**config.mk**
```make
export PLATFORM = sky130hd
export DESIGN_NAME = riscv_mem_arbiter
export DESIGN_NICKNAME = d
export VERILOG_FILES = /design/src/rtl/riscv_mem_arbiter.sv
export SDC_FILE = /design/constraint.sdc
export NUM_CORES = 1
export LEC_CHECK = 0
export ABC_AREA = 1
export BUFFER_PORTS_ARGS = -buffer_cell sky130_fd_sc_hd__buf_4
export CORE_MARGIN = 2
export CORE_UTILIZATION = 49
export CTS_CLUSTER_SIZE = 24
export DETAILED_ROUTE_END_ITERATION = 12
export GPL_TIMING_DRIVEN = 0
export PLACE_DENSITY = 0.81
export SETUP_SLACK_MARGIN = 0.15
export SLEW_MARGIN = 40
export SYNTH_ARGS = -nofsm -noshare
export SYNTH_HDL_FRONTEND = slang
export SYNTH_SLANG_ARGS = --single-unit
```
**constraint.sdc**
```tcl
create_clock -name clk -period 2 [get_ports clk]
set_input_delay 0.4 -clock clk [delete_from_list [all_inputs] [get_ports clk]]
set_output_delay 0.4 -clock clk [all_outputs]
set_load 0.01 [all_outputs]
```
**src/rtl/riscv_mem_arbiter.sv**
```systemverilog
// Shares one single-port memory bus between instruction fetch and data ports.
// Data has priority, with a fetch starvation guard and a per-transaction timeout.
module riscv_mem_arbiter #(
    parameter int ADDR_WIDTH = 32,
    parameter int DATA_WIDTH = 32,
    parameter int MAX_CONSEC = 4,
    parameter int TIMEOUT    = 255
) (
    input  logic                    clk,
    input  logic                    reset,
    input  logic                    if_req,
    input  logic [ADDR_WIDTH-1:0]   if_addr,
    output logic                    if_gnt,
    output logic                    if_rvalid,
    output logic [DATA_WIDTH-1:0]   if_rdata,
    output logic                    if_err,
    input  logic                    d_req,
    input  logic                    d_we,
    input  logic [DATA_WIDTH/8-1:0] d_be,
    input  logic [ADDR_WIDTH-1:0]   d_addr,
    input  logic [DATA_WIDTH-1:0]   d_wdata,
    output logic                    d_gnt,
    output logic                    d_rvalid,
    output logic [DATA_WIDTH-1:0]   d_rdata,
    output logic                    d_err,
    output logic                    mem_req,
    output logic                    mem_we,
    output logic [DATA_WIDTH/8-1:0] mem_be,
    output logic [ADDR_WIDTH-1:0]   mem_addr,
    output logic [DATA_WIDTH-1:0]   mem_wdata,
    input  logic                    mem_gnt,
    input  logic                    mem_rvalid,
    input  logic [DATA_WIDTH-1:0]   mem_rdata,
    output logic                    busy
);

    localparam int BE_W = DATA_WIDTH / 8;
    localparam int CW   = $clog2(MAX_CONSEC + 1);
    localparam int TW   = $clog2(TIMEOUT + 1);

    typedef enum logic [1:0] {IDLE, REQ, WAIT} state_e;

    state_e                state_q, state_d;
    logic [CW-1:0]         consec_q, consec_d;
    logic [TW-1:0]         tmo_q, tmo_d;
    logic                  owner_d_q, owner_d_d;
    logic                  mem_we_q, mem_we_d;
    logic [BE_W-1:0]       mem_be_q, mem_be_d;
    logic [ADDR_WIDTH-1:0] mem_addr_q, mem_addr_d;
    logic [DATA_WIDTH-1:0] mem_wdata_q, mem_wdata_d;
    logic                  if_rvalid_q, if_rvalid_d;
    logic                  d_rvalid_q, d_rvalid_d;
    logic [DATA_WIDTH-1:0] if_rdata_q, if_rdata_d;
    logic [DATA_WIDTH-1:0] d_rdata_q, d_rdata_d;
    logic                  if_err_q, if_err_d;
    logic                  d_err_q, d_err_d;

    logic                  starved;
    logic                  win_d;
    logic                  win_i;
    logic                  expire;
    logic                  resp_fire;
    logic                  resp_err;
    logic [DATA_WIDTH-1:0] resp_data;

    always_comb begin
        state_d     = state_q;
        consec_d    = consec_q;
        tmo_d       = tmo_q;
        owner_d_d   = owner_d_q;
        mem_we_d    = mem_we_q;
        mem_be_d    = mem_be_q;
        mem_addr_d  = mem_addr_q;
        mem_wdata_d = mem_wdata_q;
        if_rvalid_d = 1'b0;
        d_rvalid_d  = 1'b0;
        if_rdata_d  = if_rdata_q;
        d_rdata_d   = d_rdata_q;
        if_err_d    = if_err_q;
        d_err_d     = d_err_q;
        if_gnt      = 1'b0;
        d_gnt       = 1'b0;
        resp_fire   = 1'b0;
        resp_err    = 1'b0;
        resp_data   = '0;

        starved = if_req && (consec_q == CW'(MAX_CONSEC));
        win_d   = d_req && !starved;
        win_i   = if_req && !win_d;
        expire  = (tmo_q == TW'(TIMEOUT - 1));

        case (state_q)
            IDLE: begin
                if (win_d) begin
                    d_gnt       = 1'b1;
                    owner_d_d   = 1'b1;
                    mem_we_d    = d_we;
                    mem_be_d    = d_be;
                    mem_addr_d  = d_addr;
                    mem_wdata_d = d_wdata;
                    if (if_req && (consec_q != CW'(MAX_CONSEC))) begin
                        consec_d = consec_q + 1'b1;
                    end
                    tmo_d   = '0;
                    state_d = REQ;
                end else if (win_i) begin
                    if_gnt      = 1'b1;
                    owner_d_d   = 1'b0;
                    mem_we_d    = 1'b0;
                    mem_be_d    = '1;
                    mem_addr_d  = if_addr;
                    mem_wdata_d = '0;
                    consec_d    = '0;
                    tmo_d       = '0;
                    state_d     = REQ;
                end
            end
            REQ: begin
                tmo_d = tmo_q + 1'b1;
                if (expire) begin
                    resp_fire = 1'b1;
                    resp_err  = 1'b1;
                    state_d   = IDLE;
                end else if (mem_gnt) begin
                    state_d = WAIT;
                end
            end
            WAIT: begin
                tmo_d = tmo_q + 1'b1;
                // a response arriving on the expiry cycle still counts as normal
                if (mem_rvalid) begin
                    resp_fire = 1'b1;
                    resp_data = mem_we_q ? '0 : mem_rdata;
                    state_d   = IDLE;
                end else if (expire) begin
                    resp_fire = 1'b1;
                    resp_err  = 1'b1;
                    state_d   = IDLE;
                end
            end
            default: state_d = IDLE;
        endcase

        if (resp_fire) begin
            if (owner_d_q) begin
                d_rvalid_d = 1'b1;
                d_rdata_d  = resp_data;
                d_err_d    = resp_err;
            end else begin
                if_rvalid_d = 1'b1;
                if_rdata_d  = resp_data;
                if_err_d    = resp_err;
            end
        end
    end

    always_ff @(posedge clk) begin
        if (reset) begin
            state_q     <= IDLE;
            consec_q    <= '0;
            tmo_q       <= '0;
            owner_d_q   <= 1'b0;
            mem_we_q    <= 1'b0;
            mem_be_q    <= '0;
            mem_addr_q  <= '0;
            mem_wdata_q <= '0;
            if_rvalid_q <= 1'b0;
            d_rvalid_q  <= 1'b0;
            if_rdata_q  <= '0;
            d_rdata_q   <= '0;
            if_err_q    <= 1'b0;
            d_err_q     <= 1'b0;
        end else begin
            state_q     <= state_d;
            consec_q    <= consec_d;
            tmo_q       <= tmo_d;
            owner_d_q   <= owner_d_d;
            mem_we_q    <= mem_we_d;
            mem_be_q    <= mem_be_d;
            mem_addr_q  <= mem_addr_d;
            mem_wdata_q <= mem_wdata_d;
            if_rvalid_q <= if_rvalid_d;
            d_rvalid_q  <= d_rvalid_d;
            if_rdata_q  <= if_rdata_d;
            d_rdata_q   <= d_rdata_d;
            if_err_q    <= if_err_d;
            d_err_q     <= d_err_d;
        end
    end

    assign mem_req   = (state_q == REQ);
    assign busy      = (state_q != IDLE);
    assign mem_we    = mem_we_q;
    assign mem_be    = mem_be_q;
    assign mem_addr  = mem_addr_q;
    assign mem_wdata = mem_wdata_q;
    assign if_rvalid = if_rvalid_q;
    assign if_rdata  = if_rdata_q;
    assign if_err    = if_err_q;
    assign d_rvalid  = d_rvalid_q;
    assign d_rdata   = d_rdata_q;
    assign d_err     = d_err_q;

endmodule

```
* Yosys cells after proc, flatten, opt, wreduce, memory -nomap -nowiden *
Index checks and enable logic that the tools add are counted.

word-level totals
  memory bits (read-only) = 0
  bits in latches = 0
  input port bits = 139
  output and inout bits = 141
  word-level logic and storage cells = 82
  bits in writable memories = 0
  memories = 0
  flip-flop bits (word level) = 151

operators by class
  reductions and logical operators = 18
  $lt $le $gt $ge = 0
  $mul = 0
  add/subtract/negate cells = 2
  bitwise gates (word level) = 2
  div/mod/pow operators = 0
  mux-type cells = 37
  shift-type cells = 0
  equal/unequal tests = 9

operator list
  operator                                        number
  2-to-1 mux 32 bit                               7
  2-to-1 mux 8 bit                                2
  case mux 8 bit (2 select lines)                 1
  2-to-1 mux 1 bit                                13
  2-to-1 mux 2 bit                                6
  2-to-1 mux 3 bit                                3
  != test 3 bit (second input constant)           3
  adder 8 x 1 -> 8 bit (second input constant)    1
  == test 8 bit (second input constant)           1
  2-to-1 mux 4 bit                                2
  AND reduction 2 bit                             4
  case mux 2 bit (3 select lines)                 1
  AND reduction 3 bit                             2
  nonzero test 2 bit                              3
  logical AND 1 bit                               4
  case mux 1 bit (2 select lines)                 2
  OR reduction 2 bit                              2
  adder 3 x 1 -> 3 bit (second input constant)    1
  == test 3 bit (second input constant)           1
  != test 3 x 1 -> 1 bit (second input constant)  1
  == test 2 x 1 -> 1 bit (second input constant)  1
  == test 2 bit (second input constant)           1
  logical NOT 1 bit                               2
  logical NOT 2 bit                               1
  2 further kinds                                 3

* Depth between registers and ports, before layout *
  word-level depth = 9
  depth in mapped cells = 11

* Worst setup path before layout *
OpenSTA, ideal clock, no wires.

  path kind = register to output
  start point = reg consec_q[0]
  end point = out d_gnt
  setup slack = 270 ps
  data arrival time = 1330 ps
  cell stages (with the launch flop) = 9
  path buffers = 1
  path through = dfxtp_1 > inv_1 > ha_1 > nand3_1 > nand2_1 > inv_2 > nand2_1 > inv_1 > buf_2

between the ends
  word-level cells in the longest chain between the ends = 6

RTL lines
  element                   RTL line  text
  start: declaration        44        logic [CW-1:0] consec_q, consec_d;
  start signal: assignment  175       consec_q <= consec_d;
  == test 3 bit             87        starved = if_req && (consec_q == CW'(MAX_CONSEC));
  logical AND 1 bit         87
  logical NOT 1 bit         88        win_d = d_req && !starved;
  logical AND 1 bit         88
  2-to-1 mux 1 bit          94        if (win_d) begin
  2-to-1 mux 1 bit          92        case (state_q)
  end: declaration          22        output logic d_gnt,

Every way passes these cells.

* Final worst setup path *
  start point = reg consec_q[0]
  end point = out if_gnt

between the ends
  word-level cells in the longest chain between the ends = 9

RTL lines
  element              RTL line  text
  == test 3 bit *      87
  logical AND 1 bit *  87
  logical NOT 1 bit *  88
  logical AND 1 bit *  88
  logical NOT 1 bit    89        win_i = if_req && !win_d;
  logical AND 1 bit    89
  2-to-1 mux 1 bit     106       end else if (win_i) begin
  2-to-1 mux 1 bit *   94
  2-to-1 mux 1 bit *   92
  end: declaration     13        output logic if_gnt,

Every way passes the cells marked *; elsewhere a longest branch is shown, timed or not.

==> results.json <==
{
  "dp.cells": 1478,
  "cts_root_buf": "clkbuf_16",
  "core_mm2": 0.0138,
  "drcViolationCount": 0,
  "leakage_nw": 5.17,
  "arrival_ns": 1.55,
  "final.min_clock_period_ns": 1.95,
  "finClkSkew_ns": 0.00327,
  "cts.sinks": 151,
  "cts_made_buffers": 17,
  "setup_tns_ns": 0,
  "start_util": 0.498,
  "synth_area_mm2": 0.00689,
  "rows": 43,
  "maxSlewViolCount": 0,
  "first_pass_iters": 5,
  "tightest_slew_ns": 0.678,
  "overflow": 0,
  "drt-total-wl_um": 22200,
  "critPathLaunchType": "flip-flop",
  "yosysWarnings": 0,
  "avgSynthCellArea_um2": 6.76,
  "nets": 1490,
  "cts.path.max_buffers": 2,
  "synthToLayoutAreaGrowth_pct": 50.1,
  "grt_antenna_before_repair": 0,
  "final_common_cell": "nand2_1",
  "htree_levels": 4,
  "met2_length_um": 10900,
  "cts.hold.buffers_added": 0,
  "status": "finished clean",
  "ys_seq_area_frac": 0.439,
  "tritoncts": "yes",
  "end_kind": "output port",
  "syn_nets": 1166,
  "holdWs_ns": 0.221,
  "wl_per_cell_um": 14.5,
  "synth_seq_cells": 151,
  "syn_inst": 1019,
  "port_buffers": 279,
  "antenna_cells": 0,
  "powerDensity_mw_per_mm2": 1170,
  "max_freq_mhz": 512,
  "cp_max_fo": 4,
  "finalCritPeriodShare": 0.976,
  "viasPerCell": 4.96,
  "ios": 280,
  "die_area_mm2": 0.0150,
  "worstSkewPairLatency_ns": 0.43,
  "grt_pass1_vias": 6954,
  "die_x_um": 123,
  "stdcell_count": 1536,
  "worstPathRequired_ns": 1.60,
  "met3_length_um": 1590,
  "die_h_um": 123,
  "grt_max_degree": 17,
  "postLayoutCoreUtil": 0.748,
  "hold_violations": 0,
  "cts.clk_slew.worst_paths_ns": 0.06,
  "drt_iter0_drc": 534,
  "top_layer": "met4",
  "ys_types": 26,
  "slew-limit-headroom": 0.548,
  "vias": 7614,
  "drv_cap": 0,
  "ant_nets": 0,
  "ir_drop_v": 0.000717,
  "gr-usage-all-layers": 0.285,
  "rsz0062_at_grt": "true",
  "wl_met1_um": 8800,
  "hold_path.class": "in2reg",
  "drive_above_1_share": 0.302,
  "setup_viol": 0,
  "layout_common_cells": "307 x nand2_1, 304 x buf_4, 178 x inv_1",
  "routabilityCongestion": 0.948,
  "criticalPathCategory": "reg2out",
  "hpwl_um": 16000,
  "grt_first_pass_wirelength_um": 33400
}
-- final cells by class --
| cell class | instances | area (µm²) |
|---|---|---|
| buffer | 65 | 414 |
| clock buffer | 20 | 457 |
| clock inverter | 12 | 175 |
| fill | 1093 | 3490 |
| inverter | 188 | 717 |
| multi-input combinational | 615 | 3000 |
| sequential | 151 | 3030 |
| tap | 180 | 225 |
| timing repair buffer | 305 | 2330 |
-- worst max-delay path, cell delays in order (launching register included) --
cell and delay, ns:
dfxtp_2 0.33, inv_2 0.08, ha_4 0.14, nand3_2 0.09, nand2_4 0.10, inv_8 0.05, clkbuf_16 0.14, nor2_4 0.08
buf_6 0.11
-- cell families after synthesis --
group           count (synthesis)  synth area share
simple gates                  514             0.316
flops                         151             0.439
xor+xnor                        2           0.00254
buf+inv                       253             0.144
compound gates                 91            0.0845
fa+ha+maj                       8            0.0145
-- registers in the layout, summed over array words and instances (netlist names) --
signal,count
mem_be,4
d_rvalid,1
mem_wdata,32
if_err,1
d_rdata,32
state_q,2
mem_we,1
tmo_q,8
if_rvalid,1
owner_d_q,1
consec_q,3
mem_addr,32
d_err,1
if_rdata,32
-- report_power, final --
group	switching [mW]	leakage (nW)	internal, mW
clock	1.27	0.302	2.15
combinational	2.74	3.64	2.10
sequential	0.334	1.23	3.56
-- through the flow --
stage	instance area [µm²]	setup slack, ns	total power, mW
2_1_floorplan	6890	0.270	6.28
3_3_place_gp	9210	-0.208	7.92
3_5_place_dp	9210	-0.235	8.00
4_1_cts	10100	0.0679	11.7
5_1_grt	10300	0.000780	12.8
6_report	10300	0.0483	12.1
-- per-layer routing --
| metal | global-route usage | up-vias |
|---|---|---|
| met4 | 0.144 | 0 |
| met5 | 0 | - |
| met2 | 0.496 | 314 |
| met1 | 0.326 | 3426 |
| met3 | 0.0688 | 60 |
| li1 | - | 3814 |
-- path summary, 6_finish.rpt --
check	startpoint	end	slack, ns	cells past startpoint
hold reg to reg	mem_wdata[23]	mem_wdata[23]	0.47	2
setup reg to reg	state_q[1]	mem_addr[26]	0.20	8
hold / removal	d_wdata[28]	mem_wdata[28]	0.22	3
setup / recovery	consec_q[0]	if_gnt	0.05	8
-- Yosys cell counts --
cell type | count | area share
buf_1 | 8 | 0.0044
o221a_2 | 4 | 0.0065
clkbuf_1 | 33 | 0.018
nand2_1 | 313 | 0.17
buf_2 | 19 | 0.014
and3_1 | 1 | 0.00091
o211ai_1 | 32 | 0.035
inv_1 | 184 | 0.10
buf_4 | 5 | 0.0054
clkinv_1 | 2 | 0.0011
dfxtp_1 | 151 | 0.44
inv_2 | 2 | 0.0011
o21ai_2 | 1 | 0.0013
nor2_1 | 82 | 0.045
nand4_1 | 68 | 0.062
a31oi_1 | 1 | 0.00091
a21oi_1 | 43 | 0.031
o21ai_0 | 6 | 0.0044
o21ai_1 | 1 | 0.00073
nand3_2 | 2 | 0.0029
ha_1 | 8 | 0.015
a211oi_1 | 2 | 0.0022
nand3_1 | 45 | 0.033
nor3_1 | 3 | 0.0022
xor2_1 | 2 | 0.0025
a21oi_4 | 1 | 0.0024
-- timing repair --
| action | in CTS | in global routing |
|---|---|---|
| resized for setup | 46 | 60 |
| setup buffers | 12 | 10 |
| pin swaps | 4 | 6 |
| cloned | 0 | 4 |
| setup endpoints to repair | 112 | 108 |
Note: power is estimated with default switching activity, not from simulation.
